`config.mk`:
```
export PLATFORM = sky130hd
export DESIGN_NAME = button_pulse_gen
export DESIGN_NICKNAME = d
export VERILOG_FILES = /design/src/rtl/button_pulse_gen.sv
export SDC_FILE = /design/constraint.sdc
export NUM_CORES = 1
export LEC_CHECK = 0
export ABC_AREA = 1
export BUFFER_PORTS_ARGS = -buffer_cell sky130_fd_sc_hd__buf_4
export CAP_MARGIN = 20
export CORE_ASPECT_RATIO = 1.1
export CORE_MARGIN = 2
export CORE_UTILIZATION = 35
export DETAILED_ROUTE_END_ITERATION = 12
export PLACE_DENSITY = 0.62
export SYNTH_ARGS = -nofsm -noshare
export SYNTH_HDL_FRONTEND = slang
export SYNTH_SLANG_ARGS = --single-unit
```
`constraint.sdc`:
```
create_clock -name clk -period 2.4 [get_ports clk]
set_clock_uncertainty 0.05 [all_clocks]
set_input_delay 0.24 -clock clk [delete_from_list [all_inputs] [get_ports clk]]
set_output_delay 0.24 -clock clk [all_outputs]
set_load 0.05 [all_outputs]
```
`src/rtl/button_pulse_gen.sv`:
```
// Pushbutton front end: synchronise, debounce and auto-repeat two raw keys into
// single-clock increment/decrease pulses, with both-pressed lockout.
module button_pulse_gen #(
  parameter int DEBOUNCE_CYCLES = 50000,
  parameter int REPEAT_DELAY    = 25000000,
  parameter int REPEAT_RATE     = 5000000,
  parameter bit BTN_ACTIVE_LOW  = 1'b1
) (
  input  logic clk,
  input  logic reset,
  input  logic btn_inc,
  input  logic btn_dec,
  output logic increment,
  output logic decrease,
  output logic inc_held,
  output logic dec_held
);

  localparam int DB_W = $clog2(DEBOUNCE_CYCLES + 1);
  localparam int TMAX = (REPEAT_DELAY > REPEAT_RATE) ? REPEAT_DELAY : REPEAT_RATE;
  localparam int TM_W = $clog2(TMAX + 1);
  localparam logic [DB_W-1:0] DB_LAST    = DB_W'(DEBOUNCE_CYCLES - 1);
  localparam logic [TM_W-1:0] DELAY_LAST = TM_W'(REPEAT_DELAY - 1);
  localparam logic [TM_W-1:0] RATE_LAST  = TM_W'(REPEAT_RATE - 1);

  typedef enum logic [1:0] {IDLE, DELAY, REPEAT, LOCK} state_t;

  // Channel index 0 is the increment button, 1 is the decrease button.
  logic [1:0]      sync1, sync2, level, deb, held, pulse, pulse_nx;
  logic [DB_W-1:0] db_cnt   [2];
  logic [TM_W-1:0] timer    [2];
  logic [TM_W-1:0] timer_nx [2];
  state_t          state    [2];
  state_t          state_nx [2];
  logic            both_held, both_released;

  assign level         = sync2 ^ {2{BTN_ACTIVE_LOW}};
  assign both_held     = held[0] & held[1];
  assign both_released = ~(held[0] | held[1]);

  // Sync flops reset to the raw released level so a key held through reset re-debounces.
  always_ff @(posedge clk or negedge reset) begin
    if (!reset) begin
      sync1     <= {2{BTN_ACTIVE_LOW}};
      sync2     <= {2{BTN_ACTIVE_LOW}};
      deb       <= '0;
      held      <= '0;
      db_cnt[0] <= '0;
      db_cnt[1] <= '0;
    end else begin
      sync1 <= {btn_dec, btn_inc};
      sync2 <= sync1;
      held  <= deb;
      for (int ch = 0; ch < 2; ch++) begin
        if (level[ch] == deb[ch]) begin
          db_cnt[ch] <= '0;
        end else if (db_cnt[ch] == DB_LAST) begin
          deb[ch]    <= ~deb[ch];
          db_cnt[ch] <= '0;
        end else begin
          db_cnt[ch] <= db_cnt[ch] + DB_W'(1);
        end
      end
    end
  end

  always_ff @(posedge clk or negedge reset) begin
    if (!reset) begin
      state[0] <= IDLE;
      state[1] <= IDLE;
      timer[0] <= '0;
      timer[1] <= '0;
      pulse    <= '0;
    end else begin
      state[0] <= state_nx[0];
      state[1] <= state_nx[1];
      timer[0] <= timer_nx[0];
      timer[1] <= timer_nx[1];
      pulse    <= pulse_nx;
    end
  end

  // A due pulse waits one extra clock if the previous one is still high, so a
  // rate of 1 degrades to every other clock instead of a stuck-high output.
  always_comb begin
    pulse_nx = '0;
    for (int ch = 0; ch < 2; ch++) begin
      state_nx[ch] = state[ch];
      timer_nx[ch] = timer[ch];
      if (both_held && state[ch] != LOCK) begin
        state_nx[ch] = LOCK;
        timer_nx[ch] = '0;
      end else begin
        case (state[ch])
          IDLE: begin
            if (held[ch]) begin
              pulse_nx[ch] = 1'b1;
              timer_nx[ch] = '0;
              state_nx[ch] = DELAY;
            end
          end
          DELAY, REPEAT: begin
            if (!held[ch]) begin
              state_nx[ch] = IDLE;
              timer_nx[ch] = '0;
            end else if (!pulse[ch] &&
                         timer[ch] >= ((state[ch] == DELAY) ? DELAY_LAST : RATE_LAST)) begin
              pulse_nx[ch] = 1'b1;
              timer_nx[ch] = '0;
              state_nx[ch] = REPEAT;
            end else begin
              timer_nx[ch] = timer[ch] + TM_W'(1);
            end
          end
          LOCK: begin
            if (both_released) state_nx[ch] = IDLE;
          end
          default: state_nx[ch] = IDLE;
        endcase
      end
    end
  end

  assign increment = pulse[0];
  assign decrease  = pulse[1];
  assign inc_held  = held[0];
  assign dec_held  = held[1];

endmodule
```
-- Yosys cells after proc, flatten, opt, wreduce, memory -nomap -nowiden
Index checks and enable logic that the tools add are counted.
Widths: inputs -> output; s select.
- reductions and logical operators: 18
- equal/unequal tests: 18
- bitwise logic cells: 7
- $lt $le $gt $ge: 2
- multiplexer cells: 37
- add/subtract/negate cells: 4
- operators with widths (kind ; number):
    $mux 25 ; 10
    $pmux 25 s2 ; 2
    $mux 16 ; 4
    $add 25x1->25 const B ; 2
    $ge 25x25->1 ; 2
    $add 16x1->16 const B ; 2
    $eq 16x16->1 const B ; 2
    $mux 2 ; 9
    $ne 3x3->1 const B ; 4
    $pmux 2 s3 ; 2
    $eq 2x2->1 const B ; 4
    $mux 1 ; 8
    $ne 4x4->1 const B ; 2
    $reduce_and 2->1 ; 4
    $reduce_and 3->1 ; 2
    $reduce_bool 3->1 ; 2
    $eq 2x1->1 const B ; 2
    $logic_and 1x1->1 ; 4
    $logic_not 2->1 ; 2
    $ne 2x2->1 const B ; 2
    $not 1->1 ; 4
    $pmux 1 s2 ; 2
    $reduce_or 2->1 ; 2
    $eq 1x1->1 ; 2
    4 further kinds ; 5
- input port bits: 4
- logic and storage cells: 98
- output and inout bits: 4
- bits in registers: 96

-- Logic depth before layout (Yosys ltp)
Gate-level depths: netlist (run 1).
- depth after elaboration: 8
- mapped depth: 17
- mapped depth without buffers: 17

-- Worst setup path before layout (run 1)
OpenSTA, ideal clock, no wires.
- path type: reg2reg
- start point: register state[2] in the netlist's numbering
- end point: register state[2] in the netlist's numbering
- buffers on the path: 1
- cell stages (with the launch flop): 15
- data arrival time: 2.072 ns
- library setup time: 0.117 ns
- slack: 0.162 ns
- data required time: 2.233 ns
- period minus slack after synthesis: 2.238 ns
- path through: dfrtp_1 > ha_1 > inv_1 > ha_1 > nand2_1 > nor2_1 > o21ai_0 > nand2_1 > a21oi_1 > nand3_2 > nand2_4 > nand2_8 > buf_12 > nand3_1 > nand2_1
- longest elaborated chain between the ends: 6
- elaborated cells between the ends (all ways): 16
- those cells by class: 1 x order compare; 7 x eq/ne; 3 x mux; 5 x reduce/logical
- RTL lines (element ; line ; text):
    from (decl) ; 33 ; state_t state [2];
    $eq 2x1->1 ; 94, 107 ;
    $mux 25 ; 107 ; timer[ch] >= ((state[ch] == DELAY) ? DELAY_LAST : RATE_LAST)) begin
    $ge 25x25->1 ; 107 ;
    $logic_and 1x1->1 ; 106 ; end else if (!pulse[ch] &&
    $ne 4x4->1 (no source line) ; n/a ;
    $reduce_and 3->1 (no source line) ; n/a ;
Parallel ways exist; a longest one is shown, timed or not.
A chain may end at the register's enable or synchronous reset.

-- Worst setup path after layout (run 1)
- start point: register state[3] in the netlist's numbering
- end point: register timer[32] in the netlist's numbering
- longest elaborated chain between the ends: 8
- elaborated cells between the ends (all ways): 16
- those cells by class: 1 x order compare; 4 x eq/ne; 5 x mux; 6 x reduce/logical
- RTL lines (element ; line ; text):
    $eq 2x1->1 ; 94, 107 ;
    $mux 25 ; 107 ;
    $ge 25x25->1 ; 107 ;
    $logic_and 1x1->1 ; 106 ;
    $mux 25 ; 106 ;
    $mux 25 ; 103 ; if (!held[ch]) begin
    $pmux 25 s2 ; 94 ; case (state[ch])
    $mux 25 ; 90 ; if (both_held && state[ch] != LOCK) begin
    to (decl) ; 31 ; logic [TM_W-1:0] timer [2];
Parallel ways exist; a longest one is shown, timed or not.

==> results.sh, run 1 <==
export IMPL_drive_gt1_share_pct=16.1
export IMPL_slew_headroom_pct=53.8
export IMPL_power_leakage_nw=3.11
export IMPL_synth_common_cells="165 x nand2_1, 94 x inv_1, 92 x dfrtp_1"
export IMPL_htree_levels=3
export IMPL_yosysWarnings=0
export IMPL_min_to="sync2[0]"
export IMPL_hold_depth=0
export IMPL_cts_made_buffers=9
export IMPL_grt_pass1_vias=4713
export IMPL_synth_edf_count=0
export IMPL_fin_crit_sh_pct=94.0
export IMPL_drt_iter0_drc=248
export IMPL_die_y_um=142
export IMPL_wl_um=12700
export IMPL_antenna_found_initial=0
export IMPL_pwr_density_cell_mw_per_mm2=449
export IMPL_synth_cell_type_count=41
export IMPL_core_area_sq_mm=0.0170
export IMPL_r2r_cells=14
export IMPL_regToRegEndpoint="timer[32]"
export IMPL_synth_nets=794
export IMPL_clock_latency_ns=0.35
export IMPL_clockPowerShare_pct=45.2
export IMPL_switchingPower_mw=0.685
export IMPL_vias_per_cell=4.72
export IMPL_cp_end_kind="flop"
export IMPL_wl_per_cell_um=12.2
export IMPL_slew_violations=0
export IMPL_path_cells="inv_2 > ha_2 > inv_2 > ha_1 > nand2_1 > nor2_1 > o21ai_1 > nand2_1 > a21oi_1 > nand3_2 > nand2_4 > nand2_8 > buf_6 > o22ai_1"
export IMPL_swShare_pct=21.9
export IMPL_gp_routability_congestion=0.842
export IMPL_startpoint_type="flop"
export IMPL_cp_arrival_ns=2.48
export IMPL_critical_path_class="reg -> reg"
export IMPL_seq_area_frac_synth_pct=39.5
export IMPL_drcViolationCount=0
export IMPL_min_path_type="reg -> reg"
export IMPL_diodes=0
export IMPL_synth_cells=764
export IMPL_cts_root_buf="clkbuf_16"
export IMPL_grt_pass1_wl_um=22000
export IMPL_worst_pin_slew_ns=0.694
export IMPL_die_area_sq_mm=0.0185
export IMPL_setup_tns_ns=0
export IMPL_fin_area_sq_mm=0.00697
export IMPL_slowest_stage="dfrtp_1"
export IMPL_num_vias=4902
export IMPL_synth_main_ff_cell="dfrtp_1"
export IMPL_fin_nets=830
export IMPL_fmax_mhz=443
export IMPL_avgSynthCellArea_sq_um=7.98
export IMPL_track_usage_pct=14.7
export IMPL_synth_area_top_cells="dfrtp_1 38%, nand2_1 10%, inv_1 5.8%, ha_1 5.3%, xor2_1 5.0%"
export IMPL_p_int_mw=2.45
export IMPL_reg2reg_slack_ns=0.14
export IMPL_max_cap_violations=0
export IMPL_hold_viol=0
export IMPL_io_buffers=7
export IMPL_cts_sinks=96
export IMPL_p_seq_share_pct=52.3
export IMPL_dr_pass1_iters=4
export IMPL_ir_worst_vdd_uv=433
export IMPL_synthesis_area_sq_mm=0.00610
export IMPL_power_mw=3.13
export IMPL_layout_setup_ws_ns=0.145
export IMPL_io_pins=8
export IMPL_critPathMaxStageDelay_ns=0.41
export IMPL_synth_largest_area_cell="dfrtp_1"
export IMPL_hp_start="sync1[0]"
export IMPL_initial_core_util_pct=35.8
export IMPL_synth_seq_cells=96
export IMPL_die_w_um=130
export IMPL_critPathMaxFanout=8
export IMPL_synth_most_common_cell="nand2_1"
export IMPL_cp_required_ns=2.62
export IMPL_dp_hpwl_um=9220
export IMPL_post_route_min_period_ns=2.26
export IMPL_timing_rr_start="state[3]"
export IMPL_num_fill_cells=1769
export IMPL_row_count=50
export IMPL_clkTransAtPathRegs_ns=0.07
export IMPL_cts_tree="done"
export IMPL_synth_top_area_share_pct=37.7
export IMPL_setup_viol=0
export IMPL_synth_async_reset_ratio_pct=100
export IMPL_timing_hold_ws_ns=0.307
export IMPL_place_area_sq_mm=0.00652
export IMPL_clock_path_buffers=2
export IMPL_dp_slack_ns=-0.0352
export IMPL_area_growth_pct=14.3
export IMPL_postRouteAntennaNets=0
export IMPL_p_comb_share_pct=2.5
export IMPL_grt_overflow=0
export IMPL_grt_max_degree=37
export IMPL_outcome="finished, final reports clean"
[stage by stage]
stage          cells  util, %
6_report        1039     41.0
5_1_grt         1039     41.0
4_1_cts         1033     40.2
3_5_place_dp    1014     38.3
3_3_place_gp    1014     38.3
2_1_floorplan    764        -
[power groups by stage]
stage                     sequential (mW)  combinational (mW)  clock [mW]
after floorplan                      1.67              0.0264           0
after global placement               1.67              0.0764           0
after detailed placement             1.67              0.0778           0
after CTS                            1.64              0.0816        1.47
after global routing                 1.64              0.0926        1.53
final                                1.64              0.0768        1.42
[layout by cell type, fill, tap and decap left out, types with 4 or more instances in the layout]
| cell type | count |
|---|---|
| a21oi_1 | 45 |
| a21oi_2 | 17 |
| buf_4 | 27 |
| clkbuf_16 | 9 |
| dfrtp_1 | 92 |
| dfstp_2 | 4 |
| ha_1 | 22 |
| inv_1 | 90 |
| inv_2 | 7 |
| nand2_1 | 163 |
| nand2_2 | 8 |
| nand2_4 | 5 |
| nand3_1 | 51 |
| nand3_2 | 4 |
| nand4_1 | 22 |
| nor2_1 | 76 |
| nor2_2 | 10 |
| nor2_4 | 4 |
| nor3_1 | 17 |
| nor3_2 | 7 |
| nor4_1 | 5 |
| o21ai_0 | 25 |
| o21ai_1 | 5 |
| o21bai_1 | 4 |
| o22ai_2 | 4 |
| xnor2_1 | 8 |
| xor2_1 | 35 |
[registers in the layout (all words and copies together) (netlist names)]
name    cells
state       4
db_cnt     32
deb         2
held        2
sync2       2
pulse       2
timer      50
sync1       2
[critical path, delay by kind of cell (launching register included)]
kind	cells	cell delay (ns)
AOI/OAI and AO/OA	3	0.34
buffers and inverters	3	0.31
DFF	1	0.41
and+or+nand+nor	6	0.61
adders and majority gates	2	0.46
[worst max path at each step]
stage / startpoint / end / slack [ns] / cells after the start
floorplan: state[2] / state[2] / 0.16 / 14
global placement: state[3] / state[2] / 0.04 / 15
detailed placement: state[1] / timer[14] / -0.04 / 14
CTS: state[1] / timer[14] / 0.05 / 14
global route: state[1] / state[0] / -0.006 / 15
finish: state[3] / timer[32] / 0.14 / 14
[kinds of logic after synthesis]
| logic type | share of synthesized area (%) |
|---|---|
| XOR/XNOR | 6.17 |
| flip-flops | 39.5 |
| AO/OA/AOI/OAI | 10.8 |
| adder cells (fa/ha/maj) | 5.33 |
| buffers and inverters | 7.65 |
| AND/OR/NAND/NOR | 30.5 |
[cell type report]
type,count,area [sq um],share of cell area (%)
multi-input combinational,561,3320,47.6
sequential,96,2410,34.5
inverter,99,374,5.36
tap,234,293,4.20
timing repair buffer,33,284,4.07
clock buffer,13,270,3.88
clock inverter,3,25.0,0.359
[timing repair]
action	4_1_cts	5_1_grt
pin swaps	0	5
hold buffers	3	0
setup endpoints to repair	4	50
gates cloned	0	2
endpoints found under the hold margin	34	0
setup buffers	0	4
resized for setup	2	19
[metal layers]
metal	GRT usage (%)	up-vias	routed length [um]
li1	-	2568	-
met1	19.9	2257	6250
met2	22.7	64	5810
met3	2.82	13	386
met4	6.45	0	232
met5	0	-	0
(Power assumes the default switching activity.)
==> run 2: changes to the inputs <==
CORE_UTILIZATION = 30   (was 35)
GPL_TIMING_DRIVEN = 0   (was default)
PLACE_DENSITY = default   (was 0.62)
==> run 2 against run 1 <==
Net effect: sequential share of layout area fell by 0.54 points; combinational power fell by 2%; cell count rose by 1.3%; via count fell by 0.31%; register-to-register slack got worse by 0.05 ns; sequential cell count did not move; routed wire length rose by 2.0%; worst setup slack got worse by 0.047 ns; clock-buffer cell count fell by 1; total power rose by 3.8%.
==> results.sh, run 2 (synthesized netlist as in run 1, its figures left out) <==
export IMPL_cts_root_buf="clkbuf_16"
export IMPL_largest_reg_flops=50
export IMPL_drcViolationCount=0
export IMPL_num_vias=4887
export IMPL_layout_common_cells="162 x nand2_1, 91 x dfrtp_1, 90 x inv_1"
export IMPL_dr_pass1_iters=4
export IMPL_timing_hold_ws_ns=0.305
export IMPL_grt_overflow=0
export IMPL_fin_crit_sh_pct=95.9
export IMPL_grt_busiest_layer="met2"
export IMPL_critPathMostFrequentCell="nand2_1"
export IMPL_ir_worst_vdd_uv=363
export IMPL_setup_viol=0
export IMPL_cp_arrival_ns=2.49
export IMPL_dp_slack_ns=-0.231
export IMPL_grt_setup_unrepaired="true"
export IMPL_drt_iter0_drc=161
export IMPL_final_util_pct=35.7
export IMPL_row_count=54
export IMPL_grt_use_met3_pct=2.15
export IMPL_slew_violations=0
export IMPL_drive_gt1_share_pct=16.2
export IMPL_gr_usage_met2_pct=20.7
export IMPL_cts_made_buffers=9
export IMPL_max_cap_violations=0
export IMPL_cp_end_kind="flop"
export IMPL_die_y_um=154
export IMPL_cts_tree="done"
export IMPL_dpl_cell_count=1024
export IMPL_pwr_density_cell_mw_per_mm2=459
export IMPL_die_area_sq_mm=0.0215
export IMPL_path_cells="ha_4 > inv_4 > ha_1 > nand2_1 > nor2_2 > o21ai_1 > nand2_1 > a21oi_2 > nand3_2 > nand2_4 > nand2_8 > buf_12 > nand3_1 > nand2_1"
export IMPL_wl_um=12900
export IMPL_die_w_um=140
export IMPL_io_pins=8
export IMPL_core_area_sq_mm=0.0199
export IMPL_clkTransAtPathRegs_ns=0.06
export IMPL_post_route_min_period_ns=2.30
export IMPL_vias_per_cell=4.64
export IMPL_area_growth_pct=16.2
export IMPL_track_usage_pct=12.4
export IMPL_startpoint_type="flop"
export IMPL_layout_setup_ws_ns=0.0982
export IMPL_fin_cells=1053
export IMPL_dp_hpwl_um=9250
export IMPL_largest_register="timer"
export IMPL_grt_use_met1_pct=16.4
export IMPL_worst_pin_slew_ns=0.525
export IMPL_diodes=0
export IMPL_outcome="finished, final reports clean"
export IMPL_grt_pass1_wl_um=22100
export IMPL_power_mw=3.25
export IMPL_largestRegisters="timer (50), db_cnt (32), state (4)"
export IMPL_critPathMaxFanout=9
export IMPL_initial_core_util_pct=30.7
export IMPL_clock_latency_ns=0.36
export IMPL_slowest_stage="dfrtp_1"
export IMPL_htree_levels=3
export IMPL_antenna_found_initial=0
export IMPL_critical_path_class="reg -> reg"
export IMPL_grt_max_degree=70
export IMPL_slew_headroom_pct=65.0
export IMPL_postRouteAntennaNets=0
export IMPL_layout_commonest_cell="nand2_1"
export IMPL_hold_viol=0
export IMPL_fmax_mhz=434
export IMPL_fin_nets=826
export IMPL_min_path_type="in -> async"
export IMPL_gp_routability_congestion=0.869
export IMPL_cts_sinks=96
export IMPL_cp_required_ns=2.59
export IMPL_wl_per_cell_um=12.3
export IMPL_power_leakage_nw=3.15
export IMPL_critPathMaxStageDelay_ns=0.46
export IMPL_io_buffers=7
export IMPL_clock_path_buffers=2
export IMPL_grt_pass1_vias=4781
==> run 2: cell count changes in the layout (fill, tap and decap cells not counted), sizes merged <==
cell and delta:
buf -5, bufinv +2, clkbuf +2, clkinvlp -1
nand2 -2
==> run 2: per-layer routing <==
layer / part of all wire [%] / up-vias
li1: - / 2565
met1: 48 / 2259
met2: 47 / 51
met3: 2.6 / 12
met4: 1.8 / 0
met5: 0 / -
==> run 2: final cells by class <==
class | count | area (sq um)
inverters | 99 | 379
plain buffers | 10 | 111
flip-flops and latches | 96 | 2410
clock buffers | 12 | 236
well taps | 252 | 315
repair buffers | 21 | 220
clock inverters | 4 | 70.1
fillers | 2087 | 12800
multi-input cells | 559 | 3350
==> run 2: final timing paths <==
check | start | to | slack, ns | cells past startpoint
hold reg to reg | sync1[1] | sync2[1] | 0.30 | 0
setup reg to reg | state[2] | state[3] | 0.1 | 14
min in group clk | sync1[1] | sync2[1] | 0.31 | 0
setup / recovery | state[2] | state[3] | 0.1 | 14
max in group asynchronous | reset | timer[48] | 1.34 | 3
hold / removal | reset | db_cnt[7] | 0.30 | 2
==> run 2: repair_timing <==
action	4_1_cts	5_1_grt
cloned	0	2
hold endpoints to repair	25	0
setup buffers	2	6
setup endpoints to repair	52	46
resized for setup	13	21
pin swaps	0	5
hold buffers	3	0
==> run 2: where the power goes <==
group	internal, mW	switching, mW
clock network	0.912	0.625
logic	0.0237	0.0520
registers	1.63	0.00741
total	2.57	0.685
==> run 2: stage by stage <==
step	TNS, ns	area (sq um)
after floorplan	0	6100
after global placement	-7.13	6470
after detailed placement	-7.93	6490
after CTS	0	6900
after global routing	-0.0482	7090
final	0	7090
==> run 2: worst max-delay path, delay by kind of cell, from the launching register on <==
family | cells | cell delay, ns
AO/OA/AOI/OAI | 2 | 0.20
adder cells (fa/ha/maj) | 2 | 0.47
buffers and inverters | 2 | 0.30
flip-flops | 1 | 0.46
AND/OR/NAND/NOR | 8 | 0.72
